### src/rtl/add_bist.sv
// Built-in self-test for the registered adder: issues corner-case and LFSR operand pairs,
// predicts each sum, and checks the adder's result once its latency has elapsed.
//
// state | meaning
// IDLE  | waiting for start after reset
// RUN   | one vector issued per cycle
// DRAIN | last vector held on dut_in*, outstanding checks retiring
// DONE  | results frozen; start begins a new run
module add_bist #(
    parameter int          WIDTH       = 8,
    parameter int          NUM_VECTORS = 256,
    parameter int          DUT_LATENCY = 1,
    parameter logic [31:0] SEED        = 32'h1,
    parameter int          ERR_W       = 16
) (
    input  logic             clock,
    input  logic             reset,
    input  logic             start,
    output logic [WIDTH-1:0] dut_in0,
    output logic [WIDTH-1:0] dut_in1,
    input  logic [WIDTH-1:0] dut_out,
    output logic             busy,
    output logic             done,
    output logic             pass,
    output logic [ERR_W-1:0] err_count,
    output logic [15:0]      first_err_idx
);

    localparam logic [31:0] TAPS     = 32'h80200003;
    localparam logic [15:0] LAST_IDX = 16'(NUM_VECTORS - 1);

    typedef enum logic [1:0] {S_IDLE, S_RUN, S_DRAIN, S_DONE} state_t;

    state_t               state, state_nxt;
    logic [31:0]          lfsr, lfsr_step;
    logic [15:0]          vec_idx, chk_idx;
    logic [WIDTH-1:0]     vec_in0, vec_in1;
    logic [WIDTH-1:0]     exp_pipe [DUT_LATENCY];
    logic [DUT_LATENCY-1:0] exp_vld;
    logic                 launch, issue, check, mismatch;

    assign lfsr_step = {1'b0, lfsr[31:1]} ^ (lfsr[0] ? TAPS : 32'h0);
    assign launch    = start && (state == S_IDLE || state == S_DONE);
    assign issue     = (state == S_RUN);
    assign check     = (state == S_RUN || state == S_DRAIN) && exp_vld[DUT_LATENCY-1];
    assign mismatch  = check && (dut_out != exp_pipe[DUT_LATENCY-1]);

    // Vector 0 is loaded directly on launch; this selects vectors 1..N-1.
    always_comb begin
        vec_in0 = lfsr_step[WIDTH-1:0];
        vec_in1 = lfsr_step[31:32-WIDTH];
        if (vec_idx == 16'd1) begin
            vec_in0 = '1;
            vec_in1 = WIDTH'(1);
        end else if (vec_idx == 16'd2) begin
            vec_in0 = '1;
            vec_in1 = '1;
        end
    end

    always_ff @(posedge clock or posedge reset) begin
        if (reset) state <= S_IDLE;
        else       state <= state_nxt;
    end

    always_comb begin
        state_nxt = state;
        case (state)
            S_IDLE:  if (launch) state_nxt = S_RUN;
            S_RUN:   if (vec_idx == LAST_IDX) state_nxt = S_DRAIN;
            S_DRAIN: if (check && chk_idx == LAST_IDX) state_nxt = S_DONE;
            S_DONE:  if (launch) state_nxt = S_RUN;
            default: state_nxt = S_IDLE;
        endcase
    end

    always_comb begin
        busy = (state == S_RUN) || (state == S_DRAIN);
        done = (state == S_DONE);
        pass = (state == S_DONE) && (err_count == '0);
    end

    always_ff @(posedge clock or posedge reset) begin
        if (reset) begin
            dut_in0       <= '0;
            dut_in1       <= '0;
            lfsr          <= SEED;
            vec_idx       <= '0;
            chk_idx       <= '0;
            err_count     <= '0;
            first_err_idx <= 16'hFFFF;
            exp_vld       <= '0;
            for (int k = 0; k < DUT_LATENCY; k++) exp_pipe[k] <= '0;
        end else begin
            for (int k = DUT_LATENCY - 1; k > 0; k--) begin
                exp_pipe[k] <= exp_pipe[k-1];
                exp_vld[k]  <= exp_vld[k-1];
            end
            exp_vld[0]  <= issue || launch;
            exp_pipe[0] <= launch ? '0 : WIDTH'(vec_in0 + vec_in1);

            if (launch) begin
                dut_in0       <= '0;
                dut_in1       <= '0;
                lfsr          <= SEED;
                vec_idx       <= 16'd1;
                chk_idx       <= '0;
                err_count     <= '0;
                first_err_idx <= 16'hFFFF;
            end else if (issue) begin
                dut_in0 <= vec_in0;
                dut_in1 <= vec_in1;
                vec_idx <= vec_idx + 16'd1;
                if (vec_idx >= 16'd3) lfsr <= lfsr_step;
            end

            if (check) begin
                chk_idx <= chk_idx + 16'd1;
                if (mismatch) begin
                    if (err_count != {ERR_W{1'b1}}) err_count <= err_count + ERR_W'(1);
                    if (first_err_idx == 16'hFFFF) first_err_idx <= chk_idx;
                end
            end
        end
    end

endmodule

### config.mk
export PLATFORM = sky130hd
export DESIGN_NAME = add_bist
export DESIGN_NICKNAME = d
export VERILOG_FILES = /design/src/rtl/add_bist.sv
export SDC_FILE = /design/constraint.sdc
export NUM_CORES = 1
export LEC_CHECK = 0
export BUFFER_PORTS_ARGS = -buffer_cell sky130_fd_sc_hd__buf_2
export CAP_MARGIN = 20
export CORE_UTILIZATION = 53
export CTS_CLUSTER_SIZE = 28
export DETAILED_ROUTE_END_ITERATION = 8
export MAX_ROUTING_LAYER = met4
export PLACE_DENSITY = 0.76
export SLEW_MARGIN = 15
export SYNTH_ARGS = -nofsm -noshare
export SYNTH_HDL_FRONTEND = slang
export SYNTH_SLANG_ARGS = --single-unit
### constraint.sdc
create_clock -name clock -period 3.5 [get_ports clock]
set_input_delay 0.525 -clock clock [delete_from_list [all_inputs] [get_ports clock]]
set_output_delay 0.525 -clock clock [all_outputs]
set_load 0.05 [all_outputs]
# Word level (Yosys, flattened, before mapping)
# Index checks and enable logic that the tools add are counted.
[totals]
regBits = 123
latchBits = 0
ramBits = 0
romBits = 0
in_bits = 11
out_inout_bits = 51
wordCells = 74
n_memories = 0
[classes]
addsub = 4
multipliers = 0
n_div = 0
order_cmp = 1
n_eq_ne = 13
shift = 0
n_mux = 29
bitwise_logic = 1
reduce_logical = 16
[op_table]
columns = ["op", "count"]
rows = [
  ["$mux 16", 12],
  ["$mux 32", 4],
  ["$mux 8", 9],
  ["$add 16x1->16 const B", 3],
  ["$eq 16x8->1 const B", 2],
  ["$xor 31x32->32", 1],
  ["$eq 16x1->1 const B", 1],
  ["$eq 16x16->1 const B", 1],
  ["$eq 16x2->1 const B", 1],
  ["$ge 16x2->1 const B", 1],
  ["$logic_not 16->1", 1],
  ["$ne 16x16->1 const B", 1],
  ["$add 8x8->8", 1],
  ["$ne 8x8->1", 1],
  ["$mux 2", 3],
  ["$pmux 2 s3", 1],
  ["$reduce_bool 2->1", 3],
  ["$logic_and 1x1->1", 5],
  ["$eq 2x2->1 const B", 2],
  ["$ne 2x1->1 const B", 2],
  ["$logic_or 1x1->1", 3],
  ["$reduce_and 3->1", 1],
  ["$eq 2x1->1 const B", 1],
  ["$logic_not 2->1", 1],
  ["other kinds (3)", 3],
]

# Depth between registers and ports, before layout
[depth]
depth_word = 7
mapped_depth = 13
ltp_nobuf = 13

# Least setup slack after synthesis
# OpenSTA, ideal clock, no wires.
[synth_path]
path_kind = "reg2reg"
startpoint = "register vec_idx[9]"
endpoint = "register exp_pipe[6] in the netlist's numbering"
setup_time_ns = 0.094
t_arrival_ns = 2.589
t_required_ns = 3.406
slack_ns = 0.817
stages_incl_launch_ff = 12
n_path_buf = 1
synth_period_minus_slack_ns = 2.683
path_cell_list = "dfrtp_1 -> nor4_2 -> nand4_1 -> or2_0 -> buf_2 -> o21a_1 -> fa_1 -> a21o_1 -> a21o_1 -> a21oi_1 -> nor2_1 -> a211oi_1"
[synth_between]
elab_chain_len = 5
elab_cells_between_ends = 8
cone_classes = "1 x add/sub; 2 x eq/ne; 5 x mux"
[synth_lines]
columns = ["item", "line", "source"]
rows = [
  ["start: declaration", "36", "logic [15:0] vec_idx, chk_idx;"],
  ["start signal: assignment", "113", "vec_idx <= vec_idx + 16'd1;"],
  ["$eq 16x2->1", "55", "end else if (vec_idx == 16'd2) begin"],
  ["$mux 8", "55", ""],
  ["$mux 8", "52", "if (vec_idx == 16'd1) begin"],
  ["$add 8x8->8 *", "100", "exp_pipe[0] <= launch ? '0 : WIDTH'(vec_in0 + vec_in1);"],
  ["$mux 8 *", "100", ""],
  ["end signal: indexed assignment", "96", "exp_pipe[k] <= exp_pipe[k-1];"],
  ["end: declaration", "38", "logic [WIDTH-1:0] exp_pipe [DUT_LATENCY];"],
]
# Every way passes the cells marked *; elsewhere a longest branch is shown, timed or not.
# A chain may end at the register's enable or synchronous reset.

# Final worst setup path
[layout_path]
startpoint = "register vec_idx[4]"
endpoint = "register exp_pipe[6] in the netlist's numbering"
# The elaborated chain is that of the path after synthesis.

==> reports/results.ini <==
[outcome]
outcome=finished, final reports clean

[min_path]
hold_path_class=primary input to asynchronous set/reset pin

[timing]
maxSlewHeadroom_pct=38.9
setup_tns_ps=0
rsz0062_at_grt=false
fin_worst_skew_ps=8.20
worst_hold_slack_ps=54.8
max_freq_ghz=0.308
setup_viol=0
final.min_clock_period_ps=3240
tightest_slew_ps=910
hold_viol_final=0
fin_crit_sh_pct=92.6
maxSlewViolCount=0

[global_routing]
grt_first_pass_wirelength_um=22600
grt_start_max_net_pins=53
grt_pass1_vias=4711
antenna_found_initial=0
gr-total-overflow=0
grt_usage_pct=25.6

[job]
drv_cap=0

[setup_path]
critPathMaxFanout=9
slowest_delay_ps=450
cp_top_family=simple AND/OR/NAND/NOR gates
end_kind=flip-flop
crit_buf_inv=0
arrival_ps=3570
crit_chain=nor4_1, nand4_1, or2_0, o21a_1, fa_1, a21o_1, a21o_1, a21oi_1, nor2_1, a211oi_1
startpoint_type=flip-flop
critical_path_class=flip-flop to flip-flop
critPathSlowestCell=or2_0
worstPathRequired_ps=3820
cp_common_cell=a21o_1

[yosys]
synth.area.top_cells=dfrtp_1 44%, dfstp_2 7.3%, nand2_1 6.3%
synth_cell_types=58
synthCells=618
ys_async_sr_fraction_pct=100
yosys.area.top_type_share_pct=43.5
synth_top_flop_cell=dfrtp_1
yosysSeqAreaShare_pct=50.9
synth_area_per_cell_um2=9.86
syn_nets=647
syn_area_um2=6090
yosysTopAreaCell=dfrtp_1
yosys_warnings=0
ys_seq_elements=123
synth_edf_count=0

[route]
vias=4775
routedWlPerCell_um=16.2
drtIter0Drc=389
dr.pass1.iters=4
viasPerCell=5.75
post-route-drc-count=0
ant_nets=0
wl_um=13400

[floorplanning]
fp.dieW_um=109
start_util_pct=55.2
core_area_um2=11000
dieHeight_um=109
rows=38
dieArea_um2=11900
io_pins=62

[placed_design]
portBuffers=61
place.gp.congestion=0.870
place_hpwl_um=9280

[cells_and_area]
final_layout_size_suffix_gt1_share_pct=20.1
multiInputGateArea_um2=2790
seq_area_um2=3100
final_net_count=707
antenna_cells=0
fill_cells=879
areaGrowthSynthToFinish_pct=16.8

[clock_tree]
clockBufferDepth=2
tritoncts=done
root_buffer=clkbuf_16
post_cts_resized=0
cts_buffers=17
holdBufCountCts=0
clk_latency_ps=420
clk_pin_slew_ps=50
cts_sinks=123
postCtsSetupBuffers=0
htree_num_levels=4

[power]
p_seq_share_pct=43.6
power_density_nw_per_um2=495
leakagePower_uw=0.00318
p_switching_uw=891
power_frac_clock_pct=47.8
p_comb_share_pct=8.6
p_int_uw=2630
peakVddDrop_mv=0.458
p_sw_share_pct=25.3

sequential cells by signal, summed over array words and instances (netlist names):
| register | count |
|---|---|
| chk_idx | 16 |
| exp_pipe | 8 |
| vec_idx | 16 |
| lfsr | 32 |
| dut_in1 | 8 |
| exp_vld | 1 |
| state | 2 |
| first_err_idx | 16 |
| err_count | 16 |
| dut_in0 | 8 |
cells in the mapped netlist, types with 2 or more instances:
cell	n
dfrtp_1	106
nand2_1	102
nor2_1	44
a21oi_1	40
nand3_1	25
clkbuf_1	20
o21ai_0	20
inv_1	18
dfstp_2	17
ha_1	17
o22a_1	17
nand4_1	16
xnor2_1	16
mux2i_1	15
xor2_1	14
a211oi_1	13
o21a_1	10
and3_1	8
o31ai_1	8
nor3b_1	7
nor4_1	7
a31o_2	6
and2_1	6
nor3_1	6
buf_2	5
or3_1	5
a21o_1	4
o211ai_1	4
or4_1	4
buf_4	3
nor4b_1	3
a311oi_1	2
and4_1	2
buf_1	2
nor4_2	2
o21ai_1	2
worst register-to-register path, stage by stage (launching register included):
cell and delay [ps]:
dfrtp_1 430, nor4_1 410, nand4_1 330, or2_0 450, o21a_1 220, fa_1 450, a21o_1 180, a21o_1 210
a21oi_1 210, nor2_1 80, a211oi_1 190
layout by cell type, fill, tap and decap left out, types with 13 or more instances in the layout:
cell type,count
a21oi_1,40
dfstp_2,17
ha_1,17
a211oi_1,13
clkbuf_16,17
nor2_1,44
nand3_1,25
inv_1,17
xnor2_1,16
o22a_1,17
mux2i_1,15
dfrtp_1,106
xor2_1,14
nand2_1,102
buf_2,61
nand4_1,16
o21ai_0,20
metrics by stage:
step	area, um^2	worst slack [ps]	power [uW]	cells	utilization (%)
2_1_floorplan	6100	817	1760	618	-
3_3_place_gp	6520	553	1850	798	59.1
3_5_place_dp	6520	406	1850	798	59.1
4_1_cts	7090	277	3540	829	64.3
5_1_grt	7110	49.0	3630	830	64.5
6_report	7110	257	3520	830	64.5
cell type report:
| class | count | area share (%) |
|---|---|---|
| clock buffers | 22 | 6.67 |
| clock inverters | 9 | 1.34 |
| inverters | 18 | 1.00 |
| multi-input cells | 446 | 39.2 |
| flip-flops and latches | 123 | 43.6 |
| well taps | 140 | 2.46 |
| repair buffers | 72 | 5.80 |
logic make-up after synthesis:
logic type | Yosys count | synth area share (%)
AOI/OAI and AO/OA | 132 | 14.4
muxes | 15 | 2.46
buffers and inverters | 49 | 3.43
xor gates and xnor gates | 30 | 4.31
DFF | 123 | 50.9
adders and majority gates | 18 | 3.82
and+or+nand+nor | 251 | 20.7
metal layers:
metal,global-route usage (%),vias to the layer above,wire length (um)
met5,-,-,0
met4,12.1,0,276
met3,5.74,27,513
met2,40.2,89,6730
met1,31.5,2351,5920
li1,-,2308,-
power by group through the flow:
stage                     Combinational (uW)  Clock [uW]  Sequential, uW
after floorplan                         94.7           0            1670
after global placement                   294           0            1550
after detailed placement                 300           0            1550
after CTS                                304        1710            1530
after global routing                     329        1760            1540
final                                    303        1680            1540
path summary, 6_finish.rpt:
path | from | cells after the start | endpoint | slack (ps)
max | vec_idx[4] | 10 | exp_pipe[6] | 260
min | reset | 2 | lfsr[6] | 50
max reg2reg | vec_idx[4] | 10 | exp_pipe[6] | 260
min reg2reg | lfsr[13] | 2 | lfsr[12] | 520
max in group asynchronous | reset | 3 | first_err_idx[2] | 2780
min in group clock | start | 3 | state[1] | 470
Note: power is estimated with default switching activity, not from simulation.
